**src/rtl/store_unit_aligned.sv**
```systemverilog
// Store engine: turns execute-stage stores into AXI-Lite AW/W beats with byte-lane alignment,
// traps misaligned and illegal widths, and reports in-order completion from the B channel.
module store_unit_aligned #(
  parameter int unsigned XLEN        = 64,
  parameter int unsigned ALEN        = XLEN,
  parameter int unsigned DLEN        = XLEN,
  parameter int unsigned SLEN        = DLEN / 8,
  parameter int unsigned OUTSTANDING = 2
) (
  input  logic            clk,
  input  logic            rstn,
  input  logic            i_valid,
  output logic            o_ready,
  input  logic [XLEN-1:0] i_base_addr,
  input  logic [XLEN-1:0] i_offset,
  input  logic [2:0]      i_width,
  input  logic [XLEN-1:0] i_source,
  output logic            o_misaligned,
  output logic            o_illegal,
  output logic            o_done,
  output logic            o_err,
  output logic            o_busy,
  output logic            o_dm_awvalid,
  input  logic            i_dm_awready,
  output logic [ALEN-1:0] o_dm_awaddr,
  output logic [2:0]      o_dm_awprot,
  output logic            o_dm_wvalid,
  input  logic            i_dm_wready,
  output logic [DLEN-1:0] o_dm_wdata,
  output logic [SLEN-1:0] o_dm_wstrb,
  input  logic            i_dm_bvalid,
  output logic            o_dm_bready,
  input  logic [1:0]      i_dm_bresp
);

  localparam int unsigned LaneW  = $clog2(SLEN);
  localparam int unsigned CntW   = $clog2(OUTSTANDING + 1);
  localparam logic [CntW-1:0] MaxCnt = CntW'(OUTSTANDING);
  localparam bit Rv32 = (XLEN == 32);

  logic            awvalid_q, awvalid_d;
  logic            wvalid_q, wvalid_d;
  logic [ALEN-1:0] awaddr_q, awaddr_d;
  logic [DLEN-1:0] wdata_q, wdata_d;
  logic [SLEN-1:0] wstrb_q, wstrb_d;
  logic [CntW-1:0] count_q, count_d;
  logic            misaligned_q, misaligned_d;
  logic            illegal_q, illegal_d;
  logic            done_q, done_d;
  logic            err_q, err_d;

  logic [XLEN-1:0]  addr;
  logic [LaneW-1:0] lane;
  logic [XLEN-1:0]  byte_mask;
  logic [7:0]       strb_base;
  logic             is_illegal, is_misaligned;
  logic             accept, legal_acc, b_hs;

  assign addr = i_base_addr + i_offset;
  assign lane = addr[LaneW-1:0];

  // Width decode: data mask, base strobe and alignment check for the requested size.
  always_comb begin
    byte_mask     = '1;
    strb_base     = 8'hFF;
    is_misaligned = 1'b0;
    unique case (i_width[1:0])
      2'b00: begin
        byte_mask     = XLEN'(64'h0000_0000_0000_00FF);
        strb_base     = 8'h01;
        is_misaligned = 1'b0;
      end
      2'b01: begin
        byte_mask     = XLEN'(64'h0000_0000_0000_FFFF);
        strb_base     = 8'h03;
        is_misaligned = addr[0];
      end
      2'b10: begin
        byte_mask     = XLEN'(64'h0000_0000_FFFF_FFFF);
        strb_base     = 8'h0F;
        is_misaligned = |addr[1:0];
      end
      default: begin
        byte_mask     = '1;
        strb_base     = 8'hFF;
        is_misaligned = |addr[2:0];
      end
    endcase
    is_illegal = i_width[2] | (Rv32 & (i_width[1:0] == 2'b11));
  end

  // o_ready depends only on flops (plus reset), so there is no path from i_valid.
  assign o_ready     = ~awvalid_q & ~wvalid_q & (count_q < MaxCnt) & rstn;
  assign accept      = i_valid & o_ready;
  assign legal_acc   = accept & ~is_illegal & ~is_misaligned;
  assign o_dm_bready = (count_q != '0) & rstn;
  assign b_hs        = i_dm_bvalid & o_dm_bready;

  // Next state: independent AW/W valids, payload capture on accept, outstanding count, pulses.
  always_comb begin
    awvalid_d = awvalid_q;
    wvalid_d  = wvalid_q;
    awaddr_d  = awaddr_q;
    wdata_d   = wdata_q;
    wstrb_d   = wstrb_q;
    count_d   = count_q;
    if (awvalid_q && i_dm_awready) awvalid_d = 1'b0;
    if (wvalid_q && i_dm_wready)   wvalid_d  = 1'b0;
    if (legal_acc) begin
      awvalid_d = 1'b1;
      wvalid_d  = 1'b1;
      awaddr_d  = ALEN'(addr);
      wdata_d   = DLEN'(i_source & byte_mask) << {lane, 3'b000};
      wstrb_d   = SLEN'(strb_base) << lane;
    end
    unique case ({legal_acc, b_hs})
      2'b10:   count_d = count_q + CntW'(1);
      2'b01:   count_d = count_q - CntW'(1);
      default: count_d = count_q;
    endcase
    misaligned_d = accept & ~is_illegal & is_misaligned;
    illegal_d    = accept & is_illegal;
    done_d       = b_hs;
    err_d        = b_hs & i_dm_bresp[1];
  end

  // State registers with synchronous active-low reset.
  always_ff @(posedge clk) begin
    if (!rstn) begin
      awvalid_q    <= 1'b0;
      wvalid_q     <= 1'b0;
      awaddr_q     <= '0;
      wdata_q      <= '0;
      wstrb_q      <= '0;
      count_q      <= '0;
      misaligned_q <= 1'b0;
      illegal_q    <= 1'b0;
      done_q       <= 1'b0;
      err_q        <= 1'b0;
    end else begin
      awvalid_q    <= awvalid_d;
      wvalid_q     <= wvalid_d;
      awaddr_q     <= awaddr_d;
      wdata_q      <= wdata_d;
      wstrb_q      <= wstrb_d;
      count_q      <= count_d;
      misaligned_q <= misaligned_d;
      illegal_q    <= illegal_d;
      done_q       <= done_d;
      err_q        <= err_d;
    end
  end

  // Valids are gated by rstn so asserting reset drops them without waiting for a clock edge.
  assign o_dm_awvalid = awvalid_q & rstn;
  assign o_dm_wvalid  = wvalid_q & rstn;
  assign o_dm_awaddr  = awaddr_q;
  assign o_dm_awprot  = 3'b000;
  assign o_dm_wdata   = wdata_q;
  assign o_dm_wstrb   = wstrb_q;
  assign o_misaligned = misaligned_q;
  assign o_illegal    = illegal_q;
  assign o_done       = done_q;
  assign o_err        = err_q;
  assign o_busy       = awvalid_q | wvalid_q | (count_q != '0);

endmodule
```
**config.mk**
```make
export PLATFORM = sky130hd
export DESIGN_NAME = store_unit_aligned
export DESIGN_NICKNAME = d
export VERILOG_FILES = /design/src/rtl/store_unit_aligned.sv
export SDC_FILE = /design/constraint.sdc
export NUM_CORES = 1
export LEC_CHECK = 0
export BUFFER_PORTS_ARGS = -buffer_cell sky130_fd_sc_hd__buf_2
export CAP_MARGIN = 25
export CORE_UTILIZATION = 40
export CTS_BUF_LIST = sky130_fd_sc_hd__clkbuf_4 sky130_fd_sc_hd__clkbuf_8
export DETAILED_ROUTE_END_ITERATION = 16
export PLACE_DENSITY_LB_ADDON = 0.15
export SLEW_MARGIN = 20
export SYNTH_ARGS = -nofsm -noshare
export SYNTH_HDL_FRONTEND = slang
export SYNTH_SLANG_ARGS = --single-unit
```
**constraint.sdc**
```tcl
create_clock -name clk -period 4.1 [get_ports clk]
set_input_delay 0.82 -clock clk [delete_from_list [all_inputs] [get_ports clk]]
set_output_delay 0.82 -clock clk [all_outputs]
set_load 0.005 [all_outputs]
```
# Yosys cells after proc, flatten, opt, wreduce, memory -nomap -nowiden
# Cells that the tools add are included.
# totals
regBits,144
inputBits,203
out_inout_bits,148
wordCells,57
# op_classes
n_addsub,3
order_cmp,1
n_eq_ne,4
shifts,2
n_mux,8
bitwise_logic,20
reduce_logical,9
# op_table
op,n
64-bit case mux with 3 select lines,1
64-bit adder,1
64-bit bitwise AND,1
64-bit by 6-bit << shifter with 64-bit output,1
8-bit case mux with 3 select lines,1
1-bit bitwise AND,13
2-bit nonzero test,4
8-bit by 3-bit << shifter with 8-bit output,1
2-bit by 1-bit equality test with 1-bit output (second input constant),2
2-bit equality test (second input constant),2
1-bit two-way mux,4
1-bit inverter,4
2-bit case mux with 2 select lines,1
1-bit case mux with 3 select lines,1
3-bit OR reduction,1
2-bit by 1-bit adder with 2-bit output (second input constant),1
1-bit logical AND,2
2-bit logical NOT,1
2-bit less-than comparator (second input constant),1
1-bit OR,2
2-bit OR reduction,1
2-bit by 1-bit subtractor with 2-bit output (second input constant),1

# Logic depth before layout (Yosys ltp)
# depth
ltp_word,9
depth_mapped,14
mapped_depth_nobuf,12

# Worst setup path after synthesis
# No wires, ideal clock.
# synth_timing
kind,in2reg
startpoint,input i_base_addr[0]
endpoint,register count_q[1]
setup_ns,0.076
arrival_ns,3.689
required_ns,4.024
slack_ns,0.336
path_stages,13
path_buffers,3
path_cell_list,ha_1 -> fa_1 -> xor2_1 -> a21o_1 -> a22o_1 -> nor3_1 -> inv_1 -> clkbuf_1 -> clkbuf_1 -> clkbuf_1 -> ha_1 -> or3_1 -> a21boi_0
# synth_between
elab_chain_cells,7
word_cells_on_any_way,10
cone_classes,1 x add/sub; 2 x eq/ne; 2 x mux; 2 x bitwise; 3 x reduce/logical
# synth_lines
item,line,source
start: declaration,14,"input logic [XLEN-1:0] i_base_addr,"
64-bit adder *,59,assign addr = i_base_addr + i_offset;
3-bit OR reduction / 2-bit OR reduction (equally long branches),"86, 81",
1-bit case mux with 3 select lines *,67,unique case (i_width[1:0])
1-bit inverter *,95,assign legal_acc = accept & ~is_illegal & ~is_misaligned;
1-bit bitwise AND *,95,
2-bit by 1-bit equality test with 1-bit output / 2-bit equality test (equally long branches),116,"unique case ({legal_acc, b_hs})"
2-bit case mux with 2 select lines / 2-bit nonzero test (equally long branches),-,
end signal: assignment,146,count_q <= count_d;
end: declaration,46,"logic [CntW-1:0] count_q, count_d;"
# Mark *: on every way between the ends. The rest lies on a longest branch, timed or not.
# A chain may end at the register's enable or synchronous reset.

# Worst setup path in the final report
# layout_timing
startpoint,input i_base_addr[0]
endpoint,"register awaddr_q[58], in the netlist o_dm_awaddr[58]"
# layout_between
elab_chain_cells,5
word_cells_on_any_way,6
cone_classes,1 x add/sub; 1 x mux; 2 x bitwise; 2 x reduce/logical
# layout_lines
item,line,source
64-bit adder *,59,
3-bit OR reduction / 2-bit OR reduction (equally long branches),"86, 81",
1-bit case mux with 3 select lines,67,
1-bit inverter,95,
1-bit bitwise AND,95,
end signal: assignment,143,awaddr_q <= awaddr_d;
end: declaration,43,"logic [ALEN-1:0] awaddr_q, awaddr_d;"
# Marked as above.

==> metrics.csv <==
metric,value,unit
DR iter-0 viols,845,
Max Fclk,293,MHz
Post-synth EDFFs,0,
pin count of the biggest net entering global routing,112,
PD cells,314,nW/um2
Min-Delay Path Class,flop to flop,
total track usage,0.270,
first-pass GRT wire length,56.6,mm
row cnt,58,
DIE WIDTH,163,um
Worst Setup Start Kind,input pin,
routed wire length,37.0,mm
final-stage net count,1916,
Post-CTS Resized,0,
WS Path Type,input pin to flop,
area delta synth->final,22.7,%
"FF+latch count, synth",144,
per-cell routed wire length,18.6,um
Slowest cell on crit path,a311o_1,
TritonCTS Sinks,144,
clock buffer depth,2,
GR Overflow Total,0,
antenna violations before repair,2,
diodes inserted,0,
Setup TNS Final,0,ps
Clock power frac,0.296,
switching pwr,1.55,mW
Vias/cell,5.69,
Critical Path Max Stage Delay,430,ps
core box area,25300,um2
Leak,5.79,nW
post-route ant nets,0,
DP HPWL,28.2,mm
Power Internal,2.45,mW
crit path time final,3410,ps
final worst-path cycle share,0.831,
critical path data arrival time,3770,ps
Reg power frac,0.371,
hold-fix buffers at CTS,0,
max_cap viols,0,
CTS root buf,clkbuf_8,
Final Max Tran Viols,0,
Crit. End Element,flop,
initial core utilization,0.411,
share of layout cells above drive strength 1,0.270,
htree depth,4,
# DRC,0,
WP data required,4460,ps
combinational power share,0.333,
CTS Buf Count,17,
sw frac,0.387,
setup ws final,692,ps
postcts setup bufs,0,
pre-CTS setup slack,300,ps
DIE AREA,26700,um2
input/output buffers,346,
RSZ-0062 raised after global routing,no,
Final Hold Vio Count,0,
Max-Slew Margin vs Limit,0.496,
maximum vdd drop,0.153,mV
placer congestion estimate,0.901,
Tightest Pin Transition,755,ps
Async SR Flop Fraction,0,
synthesized instance count,1370,
Ports,351,
Post-Syn Area,10400,um2
clk_skew,25.2,ps
Main synth FF type,dfxtp_1,
"CTS clk-pin slew, worst paths",90,ps
Final setup viols,0,
syn_area_per_cell,7.59,um2
CTS tree,done,
First-pass DRT Iterations,6,
CP Max Fanout,5,
"Warnings, synthesis",0,
share of the yosys chip area belonging to registers,0.277,
DIE HEIGHT,163,um
run status,"complete, no violations",
vias in the first global route,10700,
clock latency on the worst-skew pair,470,ps
routed vias,11300,
post-synthesis cell type count,67,
worst-path cell chain,"buf_2, ha_4, fa_2, a21oi_1, nor2b_1, a311o_1, a21oi_2, o211a_2, o21ai_2, a21oi_2, a21oi_1, o21a_1, o31ai_1",
layer usage:
| metal | part of all wire | routed length [um] | GRT usage |
|---|---|---|---|
| met2 | 0.47 | 17400 | 0.452 |
| met3 | 0.066 | 2440 | 0.0442 |
| met4 | 0.033 | 1230 | 0.114 |
| met5 | 0.00073 | 27 | 0 |
| met1 | 0.43 | 15800 | 0.342 |
critical path, delay by kind of cell:
family | cells | cell delay (ps)
compound gates | 9 | 2200
fa+ha+maj | 2 | 560
buf+inv | 1 | 110
simple gates | 1 | 80
synthesized netlist by cell type, types with 7 or more instances:
cell / instances / share of area
nand2_1: 147 / 0.053
dfxtp_1: 144 / 0.28
o21ai_0: 124 / 0.060
a21oi_1: 103 / 0.050
nand3_1: 96 / 0.046
nor2_1: 78 / 0.028
clkbuf_1: 77 / 0.028
ha_1: 64 / 0.077
nor2b_1: 59 / 0.035
a21o_1: 35 / 0.025
nor3_1: 35 / 0.017
xnor2_1: 33 / 0.028
a21boi_0: 32 / 0.023
xor2_1: 25 / 0.021
mux2_2: 24 / 0.026
a221oi_1: 22 / 0.019
nand4_1: 20 / 0.012
buf_1: 19 / 0.0069
a22oi_1: 17 / 0.012
inv_1: 14 / 0.0051
buf_2: 11 / 0.0053
o21bai_1: 11 / 0.0079
o221ai_1: 11 / 0.0093
and3_1: 10 / 0.0060
mux2i_1: 10 / 0.0096
o211a_1: 10 / 0.0096
a211oi_1: 9 / 0.0065
a31oi_1: 9 / 0.0054
o211ai_1: 8 / 0.0058
o21a_1: 8 / 0.0058
o31ai_1: 8 / 0.0058
a2111oi_0: 7 / 0.0059
and2_1: 7 / 0.0042
nand2b_1: 7 / 0.0042
nor3b_1: 7 / 0.0051
o21ai_1: 7 / 0.0034
or3_1: 7 / 0.0042
layout by cell type, fill, tap and decap left out, drive strengths merged, types with 10 or more instances in the layout:
cell type / count
xor2: 25
o211a: 11
clkbuf: 17
nand4: 21
a221oi: 22
nand3: 96
ha: 64
o221ai: 11
a22oi: 17
nand2: 147
o21ai: 134
a21oi: 105
o21bai: 11
nor3: 36
a21boi: 33
dfxtp: 144
nor2b: 59
and3: 10
xnor2: 33
buf: 368
nor2: 78
mux2i: 10
a21o: 35
mux2: 24
inv: 22
cell families (layout without fill, tap and decap cells):
family          after synthesis  in the layout  synth area share
compound gates              457            457             0.286
xor+xnor                     58             58            0.0488
flops                       144            144             0.277
mux                          34             34            0.0356
other cells                   1              3          0.000360
fa+ha+maj                    65             65            0.0789
simple gates                486            486             0.225
buf+inv                     125            414            0.0476
stage by stage:
step	util	hold slack, ps	cell area [um2]	total power, mW	cells
2_1_floorplan	-	446	10400	2.39	1372
3_3_place_gp	0.487	439	12300	2.82	1958
3_5_place_dp	0.487	449	12300	2.83	1958
4_1_cts	0.503	468	12700	4.01	1990
5_1_grt	0.504	485	12800	4.24	1991
6_report	0.504	465	12800	4.01	1991
final timing paths:
| check | start | to | slack (ps) | cells after the start |
|---|---|---|---|---|
| setup / recovery | i_base_addr[0] | o_dm_awaddr[58] | 690 | 13 |
| hold reg to reg | o_dm_awaddr[36] | o_dm_awaddr[36] | 470 | 2 |
| hold / removal | o_dm_awaddr[36] | o_dm_awaddr[36] | 470 | 2 |
| setup reg to reg | count_q[1] | count_q[1] | 1710 | 9 |
flip-flops by register name (all words and copies together), names as in the netlist:
register      count
awvalid_q         1
count_q           2
o_dm_awaddr      64
o_dm_wdata       64
o_dm_wstrb        8
o_done            1
o_err             1
o_illegal         1
o_misaligned      1
wvalid_q          1
area by class of cell:
| type | count | area [um2] |
|---|---|---|
| timing repair buffer | 368 | 1940 |
| multi-input combinational | 1103 | 7070 |
| sequential | 144 | 2880 |
| tap | 330 | 413 |
| clock buffer | 17 | 234 |
| inverter | 14 | 57.6 |
| fill | 2576 | 12600 |
| clock inverter | 15 | 170 |
power by group through the flow:
stage | combinational (mW) | clock [mW] | sequential (mW)
2_1_floorplan | 0.878 | 0 | 1.52
3_3_place_gp | 1.31 | 0 | 1.52
3_5_place_dp | 1.31 | 0 | 1.52
4_1_cts | 1.32 | 1.21 | 1.48
5_1_grt | 1.47 | 1.27 | 1.49
6_report | 1.34 | 1.19 | 1.49
Power figures use the tool's default switching activity.
